### src/rtl/cpu_pkg.sv
// Shared definitions for the Hack-style multi-cycle control unit.
// Holds the control FSM state encoding and the bit positions of the
// instruction register fields (type, a-bit, comp, dest, jump).
package cpu_pkg;

  typedef enum logic [2:0] {
    ST_FETCH,
    ST_DECODE,
    ST_MEMRD,
    ST_EXEC,
    ST_WB
  } state_e;

  // Instruction word fields
  localparam int unsigned IR_CTYPE   = 15;  // 1 = C-instruction
  localparam int unsigned IR_ABIT    = 12;  // y operand: 1 = M, 0 = A
  localparam int unsigned IR_COMP_HI = 11;  // zx nx zy ny f no
  localparam int unsigned IR_COMP_LO = 6;

  // Destination bits
  localparam int unsigned DEST_A = 5;
  localparam int unsigned DEST_D = 4;
  localparam int unsigned DEST_M = 3;

  // Jump bits
  localparam int unsigned JMP_LT = 2;
  localparam int unsigned JMP_EQ = 1;
  localparam int unsigned JMP_GT = 0;

endpackage

### src/rtl/cpu_control_jump_eval.sv
// Combinational jump condition evaluator.
// Ports:
//   j_i[2:0]  jump field {lt, eq, gt}
//   zr_i      ALU result is zero
//   ng_i      ALU result is negative
//   taken_o   jump condition satisfied
module jump_eval
  import cpu_pkg::*;
(
  input  logic [2:0] j_i,
  input  logic       zr_i,
  input  logic       ng_i,
  output logic       taken_o
);

  assign taken_o = (j_i[JMP_LT] & ng_i)
                 | (j_i[JMP_EQ] & zr_i)
                 | (j_i[JMP_GT] & ~ng_i & ~zr_i);

endmodule

### src/rtl/cpu_control.sv
// Multi-cycle control unit for a 16-bit Hack-style datapath.
// Owns the A, D and PC registers, fetches over an instruction handshake,
// reads/writes data memory over a second handshake, drives the external
// combinational ALU and evaluates jumps.
// Ports:
//   clk, reset                 clock, synchronous active-high reset
//   imem_req/addr/valid/data   instruction fetch handshake (addr = PC)
//   dmem_addr                  data address (A, or pre-EXEC A during WB)
//   dmem_re/rvalid/rdata       data read handshake
//   dmem_we/wdata/ack          data write handshake
//   alu_x, alu_y               ALU operands (D, and A or M)
//   alu_zx..alu_no             ALU control, non-zero only in EXEC
//   alu_out, alu_zr, alu_ng    ALU result and flags
//   pc_out, a_out, d_out       architectural register visibility
module cpu_control
  import cpu_pkg::*;
#(
  parameter logic [15:0] RESET_PC = 16'h0000
) (
  input  logic        clk,
  input  logic        reset,
  output logic        imem_req,
  output logic [15:0] imem_addr,
  input  logic        imem_valid,
  input  logic [15:0] imem_data,
  output logic [15:0] dmem_addr,
  output logic        dmem_re,
  input  logic        dmem_rvalid,
  input  logic [15:0] dmem_rdata,
  output logic        dmem_we,
  output logic [15:0] dmem_wdata,
  input  logic        dmem_ack,
  output logic [15:0] alu_x,
  output logic [15:0] alu_y,
  output logic        alu_zx,
  output logic        alu_nx,
  output logic        alu_zy,
  output logic        alu_ny,
  output logic        alu_f,
  output logic        alu_no,
  input  logic [15:0] alu_out,
  input  logic        alu_zr,
  input  logic        alu_ng,
  output logic [15:0] pc_out,
  output logic [15:0] a_out,
  output logic [15:0] d_out
);

  state_e      state_q, state_d;
  logic [15:0] ir_q,   ir_d;
  logic [15:0] a_q,    a_d;
  logic [15:0] d_q,    d_d;
  logic [15:0] pc_q,   pc_d;
  logic [15:0] m_q,    m_d;
  logic [15:0] res_q,  res_d;   // ALU result captured for write-back
  logic [15:0] wba_q,  wba_d;   // A as it was before EXEC, used as WB address
  logic [15:0] pc_inc;
  logic        taken;

  assign pc_inc = pc_q + 16'd1;

  jump_eval u_jump_eval (
    .j_i    (ir_q[JMP_LT:JMP_GT]),
    .zr_i   (alu_zr),
    .ng_i   (alu_ng),
    .taken_o(taken)
  );

  always_comb begin
    state_d = state_q;
    ir_d    = ir_q;
    a_d     = a_q;
    d_d     = d_q;
    pc_d    = pc_q;
    m_d     = m_q;
    res_d   = res_q;
    wba_d   = wba_q;
    imem_req = 1'b0;
    dmem_re  = 1'b0;
    dmem_we  = 1'b0;
    {alu_zx, alu_nx, alu_zy, alu_ny, alu_f, alu_no} = '0;

    unique case (state_q)
      ST_FETCH: begin
        imem_req = 1'b1;
        if (imem_valid) begin
          ir_d    = imem_data;
          state_d = ST_DECODE;
        end
      end
      ST_DECODE: begin
        if (!ir_q[IR_CTYPE]) begin
          a_d     = {1'b0, ir_q[14:0]};
          pc_d    = pc_inc;
          state_d = ST_FETCH;
        end else if (ir_q[IR_ABIT]) begin
          state_d = ST_MEMRD;
        end else begin
          state_d = ST_EXEC;
        end
      end
      ST_MEMRD: begin
        dmem_re = 1'b1;
        if (dmem_rvalid) begin
          m_d     = dmem_rdata;
          state_d = ST_EXEC;
        end
      end
      ST_EXEC: begin
        {alu_zx, alu_nx, alu_zy, alu_ny, alu_f, alu_no} = ir_q[IR_COMP_HI:IR_COMP_LO];
        res_d = alu_out;
        wba_d = a_q;
        if (ir_q[DEST_D]) d_d = alu_out;
        if (ir_q[DEST_A]) a_d = alu_out;
        // Jump target is the A value before this instruction's A write.
        pc_d    = taken ? a_q : pc_inc;
        state_d = ir_q[DEST_M] ? ST_WB : ST_FETCH;
      end
      ST_WB: begin
        dmem_we = 1'b1;
        if (dmem_ack) state_d = ST_FETCH;
      end
      default: state_d = ST_FETCH;
    endcase

    // Requests are suppressed while reset is held so no handshake can
    // complete into a context that is being discarded.
    if (reset) begin
      imem_req = 1'b0;
      dmem_re  = 1'b0;
      dmem_we  = 1'b0;
    end
  end

  always_ff @(posedge clk) begin
    if (reset) begin
      state_q <= ST_FETCH;
      ir_q    <= '0;
      a_q     <= '0;
      d_q     <= '0;
      pc_q    <= RESET_PC;
      m_q     <= '0;
      res_q   <= '0;
      wba_q   <= '0;
    end else begin
      state_q <= state_d;
      ir_q    <= ir_d;
      a_q     <= a_d;
      d_q     <= d_d;
      pc_q    <= pc_d;
      m_q     <= m_d;
      res_q   <= res_d;
      wba_q   <= wba_d;
    end
  end

  assign imem_addr  = pc_q;
  assign dmem_addr  = (state_q == ST_WB) ? wba_q : a_q;
  assign dmem_wdata = res_q;
  assign alu_x      = d_q;
  assign alu_y      = ir_q[IR_ABIT] ? m_q : a_q;
  assign pc_out     = pc_q;
  assign a_out      = a_q;
  assign d_out      = d_q;

endmodule

### config.mk
export PLATFORM = sky130hd
export DESIGN_NAME = cpu_control
export DESIGN_NICKNAME = d
export VERILOG_FILES = /design/src/rtl/cpu_pkg.sv /design/src/rtl/cpu_control_jump_eval.sv /design/src/rtl/cpu_control.sv
export SDC_FILE = /design/constraint.sdc
export NUM_CORES = 1
export LEC_CHECK = 0
export CORE_ASPECT_RATIO = 1.5
export CORE_MARGIN = 4
export CORE_UTILIZATION = 30
export CTS_BUF_LIST = sky130_fd_sc_hd__clkbuf_8 sky130_fd_sc_hd__clkbuf_16
export DETAILED_ROUTE_END_ITERATION = 12
export PLACE_DENSITY = 0.55
export SLEW_MARGIN = 30
export SYNTH_ARGS = -nofsm -noshare
export SYNTH_HDL_FRONTEND = slang
export SYNTH_SLANG_ARGS = --single-unit
### constraint.sdc
create_clock -name clk -period 5.35 [get_ports clk]
set_clock_uncertainty 0.2 [all_clocks]
set_input_delay 0.535 -clock clk [delete_from_list [all_inputs] [get_ports clk]]
set_output_delay 0.535 -clock clk [all_outputs]
set_load 0.01 [all_outputs]
### After elaboration in Yosys (flattened, before gate mapping)

Cells that the tools add are included.

* bits in registers: 115
* input port bits: 55
* output and inout port bits: 137

* add/sub/neg operators: 1
* equal/unequal tests: 9
* mux-type cells: 27
* bitwise gates (word level): 8
* reductions and logical operators: 8

Operator list (count)
* 2-to-1 mux 16 bit: 6
* one-hot mux 16 bit (2 select lines): 2
* adder 16 x 1 -> 16 bit (second input constant): 1
* one-hot mux 3 bit (5 select lines): 1
* 2-to-1 mux 1 bit: 13
* 2-to-1 mux 3 bit: 4
* inequality test 2 bit (second input constant): 5
* AND reduction 2 bit: 4
* == test 3 x 2 -> 1 bit (second input constant): 2
* AND reduction 3 bit: 2
* bitwise AND 1 bit: 4
* == test 3 x 1 -> 1 bit (second input constant): 1
* == test 3 bit (second input constant): 1
* zero test 3 bit: 1
* 2-to-1 mux 2 bit: 1
* inverter 1 bit: 2
* bitwise OR 1 bit: 2
* nonzero test 2 bit: 1

### Logic depth before layout (Yosys ltp)

* depth in word-level cells: 6
* depth in mapped cells: 8
* depth with buffers taken out: 6

### Hierarchy

Synthesis repeated with hierarchy kept, for this count alone.

* cells, all modules: 660
* area, all modules: 5248.8 um^2

Modules (own cells, without submodules)
* cpu_control: times used 1, cells each 658, area an instance 5231.3 um^2
* jump_eval: times used 1, cells each 2, area an instance 17.5 um^2

### Least setup slack after synthesis

Ideal clock, no wire load.

* path kind: register to output
* start: register state_q[2]
* end: output dmem_addr[10]
* data arrival time: 1.411 ns
* path slack: 3.204 ns
* cell stages (with the launch flop): 6
* path buffers: 3
* cell sequence: dfxtp_1 -> buf_2 -> nor3b_1 -> buf_2 -> buf_2 -> mux2_2

* word-level cells in the longest chain between the ends: 2

Ends and longest elaborated chain
* start: declaration: RTL line cpu_control.sv:49 `state_e state_q, state_d;`
* start signal: assignment: RTL line cpu_control.sv:146 `state_q <= state_d;`
* == test 3 bit: RTL line cpu_control.sv:158 `assign dmem_addr = (state_q == ST_WB) ? wba_q : a_q;`
* 2-to-1 mux 16 bit: RTL line cpu_control.sv:158
* end: declaration: RTL line cpu_control.sv:26 `output logic [15:0] dmem_addr,`

Every way passes these cells.

### Worst setup path after layout

* start: register state_q[1]
* end: output alu_f

* word-level cells in the longest chain between the ends: 2

Ends and longest elaborated chain
* == test 3 x 2 -> 1 bit: RTL line cpu_control.sv:83 `unique case (state_q)`
* 2-to-1 mux 1 bit: RTL line cpu_control.sv:83
* end: declaration: RTL line cpu_control.sv:39 `output logic alu_f,`

Every way passes these cells.

==> metrics.cfg <==
[synthesis]
edff_count_synth=0
postSynthRegisterBits=115
seq_area_frac_synth_pct=43.4
async_flop_share_pct=0
synth-warning-count=0
post_synth_instance_area_mm2=0.00531
top_reg_cell_synth=dfxtp_1
postSynthAreaPerCell_um2=7.95
syn-num-nets=723
post_synth_inst_count=667
yosysUniqueCellTypes=51

[route]
drt_wl_total_mm=18.1
route.met2.wl_mm=9.84
route.top_layer_used=met4
routedLengthMet1_mm=6.77
number_of_nets_still_failing_antenna_checks_after_routing=0
route.met3.wl_mm=1.15
via_total_after_detailed_routing=5116
detail_route.iter0.violations=299
drcViolationCount=0
vias_per_cell=4.98
routedWlPerCell_um=17.7
drt_pass1_iterations=4

[power_and_ir_drop]
leakage_nw=2.56
power.ir.vdd_worst_v=0.000168
cellPowerDensity_mw_per_mm2=298

[floorplanning]
chipWidth_um=117
fp.coreArea_mm2=0.0173
die_area_mm2=0.0199
ios=192
die_height_um=171
rows=59
initial_utilization_pct=30.6

[critical_path]
crit_path_end_kind=primary output
cp-start-kind=flop
worst_ep_arrival_time_ps=2550
crit_path_max_fanout=45
timing.setup.critical_path_class=reg -> out
crit_required_ps=4620

[job]
maxCapViolCount=0

[timing]
final_hold_vios=0
timing.final.crit_share_pct=61.4
slew_headroom_pct=38.1
grt_setup_unrepaired=false
max_freq_mhz=304
maxSlewViolCount=0
timing.final.setup_violations=0
final.min_clock_period_ps=3290
setup_tns_ps=0
actual_transition_at_the_worst_max_transition_pin_ps=925

[run_status]
status=complete, no violations

[finish]
syn_to_layout_area_delta_pct=44.4
finalCoreUtilization_pct=44.2
area_of_all_placed_cells_without_fillers_mm2=0.00766
antenna-diode-count=0
fin_cells=1027
layout-drive-gt1-share_pct=10.1
finish.net_count=857

[cts]
h_tree_depth=4
tritoncts=yes
clock_sink_total=115
clk_latency_ps=400
cts.repair.resized=0
tritoncts.num_buffers=17
cts.reportedPaths.clkPinSlew_ps=60
clk_root_buffer_cell=clkbuf_16
cts.path.max_buffers=2
holdBufCountCts=0
cts.repair_timing.setup_buffer_count=0

[placed_design]
numPlacedInstances=995
place_hpwl_mm=13.1
placed_area_mm2=0.00707
buffer_ports.inserted=191
gp_congestion=0.816

[grt]
grt_pass1_vias=4909
antenna_found_initial=0
globalRouteTotalUtil_pct=17.9
globalRouteOverflowTotal=0
global_route_wire_length_before_repair_mm=27.3
pin_count_of_the_biggest_net_entering_global_routing=81

[worst_hold_path]
hold_class=reg -> reg

## area by class of cell
type / instances / area [um^2]
Timing Repair Buffer: 194 / 1930
Multi-Input combinational cell: 469 / 2550
Sequential cell: 115 / 2300
Clock buffer: 18 / 439
Inverter: 4 / 15.0
Clock inverter: 14 / 153
Tap cell: 213 / 267
Fill cell: 1731 / 9690
## per-stage QoR
step / worst slack [ps] / power, W / hold slack [ps]
6_report: 2060 / 0.00228 / 252
5_1_grt: 1920 / 0.00237 / 274
4_1_cts: 2050 / 0.00230 / 254
3_5_place_dp: 2490 / 0.00118 / 246
3_3_place_gp: 2600 / 0.00117 / 238
2_1_floorplan: 3200 / 0.00103 / 233
## layer usage
layer / up-vias / global-route usage [%]
met5: - / 0
met4: 0 / 6.49
met3: 20 / 4.67
met2: 162 / 31.9
met1: 2421 / 20.2
li1: 2513 / -
## state kept, by name, summed over array words and instances (netlist names)
signal / count
imem_addr: 16
wba_q: 16
dmem_wdata: 16
state_q: 3
alu_x: 16
a_out: 16
m_q: 16
ir_q: 16
## path summary, 6_finish.rpt
kind | start | end | slack, ps | cells after the start
hold / removal | m_q[13] | m_q[13] | 250 | 2
hold reg to reg | m_q[13] | m_q[13] | 250 | 2
setup reg to reg | state_q[1] | a_out[2] | 2720 | 5
setup / recovery | state_q[1] | alu_f | 2060 | 3
## power breakdown
| part | switching (W) | internal (W) |
|---|---|---|
| clock network | 0.000424 | 0.000703 |
| registers | 0.0000411 | 0.000879 |
| logic | 0.000107 | 0.000129 |
## logic make-up after synthesis
logic type	Yosys count	share of synthesized area, %
compound gates	152	17.3
mux	35	7.38
buf+inv	83	8.82
simple gates	281	22.9
flops	115	43.4
fa+ha+maj	1	0.236
## synthesized netlist by cell type, types with 3 or more instances
cell / instances / share of area, %
mux2_2: 33 / 7.0
nor2_1: 32 / 2.3
a31oi_1: 7 / 0.83
and2_1: 8 / 0.94
a21o_1: 3 / 0.42
clkbuf_1: 29 / 2.1
buf_4: 34 / 4.8
buf_1: 3 / 0.21
nand2b_1: 6 / 0.71
a311oi_1: 15 / 2.5
nor4_1: 3 / 0.35
buf_2: 11 / 1.0
a211oi_1: 3 / 0.42
or2_2: 3 / 0.35
a22oi_1: 5 / 0.71
o21ai_0: 13 / 1.2
nor3_1: 10 / 0.94
dfxtp_1: 115 / 43
inv_1: 4 / 0.28
nand2_1: 191 / 14
nand3_1: 8 / 0.75
nor3b_1: 4 / 0.57
a21oi_1: 90 / 8.5
## critical path, cell delays in order, from the launching register on
cell	delay, ps
dfxtp_1	530
and3b_2	840
and2_1	230
clkdlybuf4s50_1	540
## cells in the final DEF, fill, tap and decap left out, types with 2 or more instances in the layout
cell type / Yosys / final
nand2b_1: 6 / 6
or2_2: 3 / 3
a311oi_1: 15 / 15
nand3_1: 8 / 8
a211oi_1: 3 / 3
nor4_1: 3 / 3
inv_1: 4 / 4
nand3b_1: 2 / 2
a31oi_1: 7 / 7
o21bai_1: 2 / 2
clkinv_4: 0 / 2
clkdlybuf4s50_1: 0 / 190
or4_1: 2 / 2
dfxtp_1: 115 / 115
nor2b_1: 2 / 2
and2_1: 8 / 8
a21oi_1: 90 / 90
a22oi_1: 5 / 5
or3_1: 2 / 2
mux2_2: 33 / 33
buf_4: 34 / 4
a32oi_1: 2 / 2
nor3_1: 10 / 9
clkbuf_16: 0 / 17
clkinv_2: 0 / 2
inv_6: 0 / 4
o21ai_0: 13 / 13
nand2_1: 191 / 191
nor3b_1: 4 / 3
nor2_1: 32 / 31
mux2i_1: 2 / 2
a21o_1: 3 / 3
clkinvlp_4: 0 / 4
bufinv_16: 0 / 2
(Power assumes the default switching activity.)
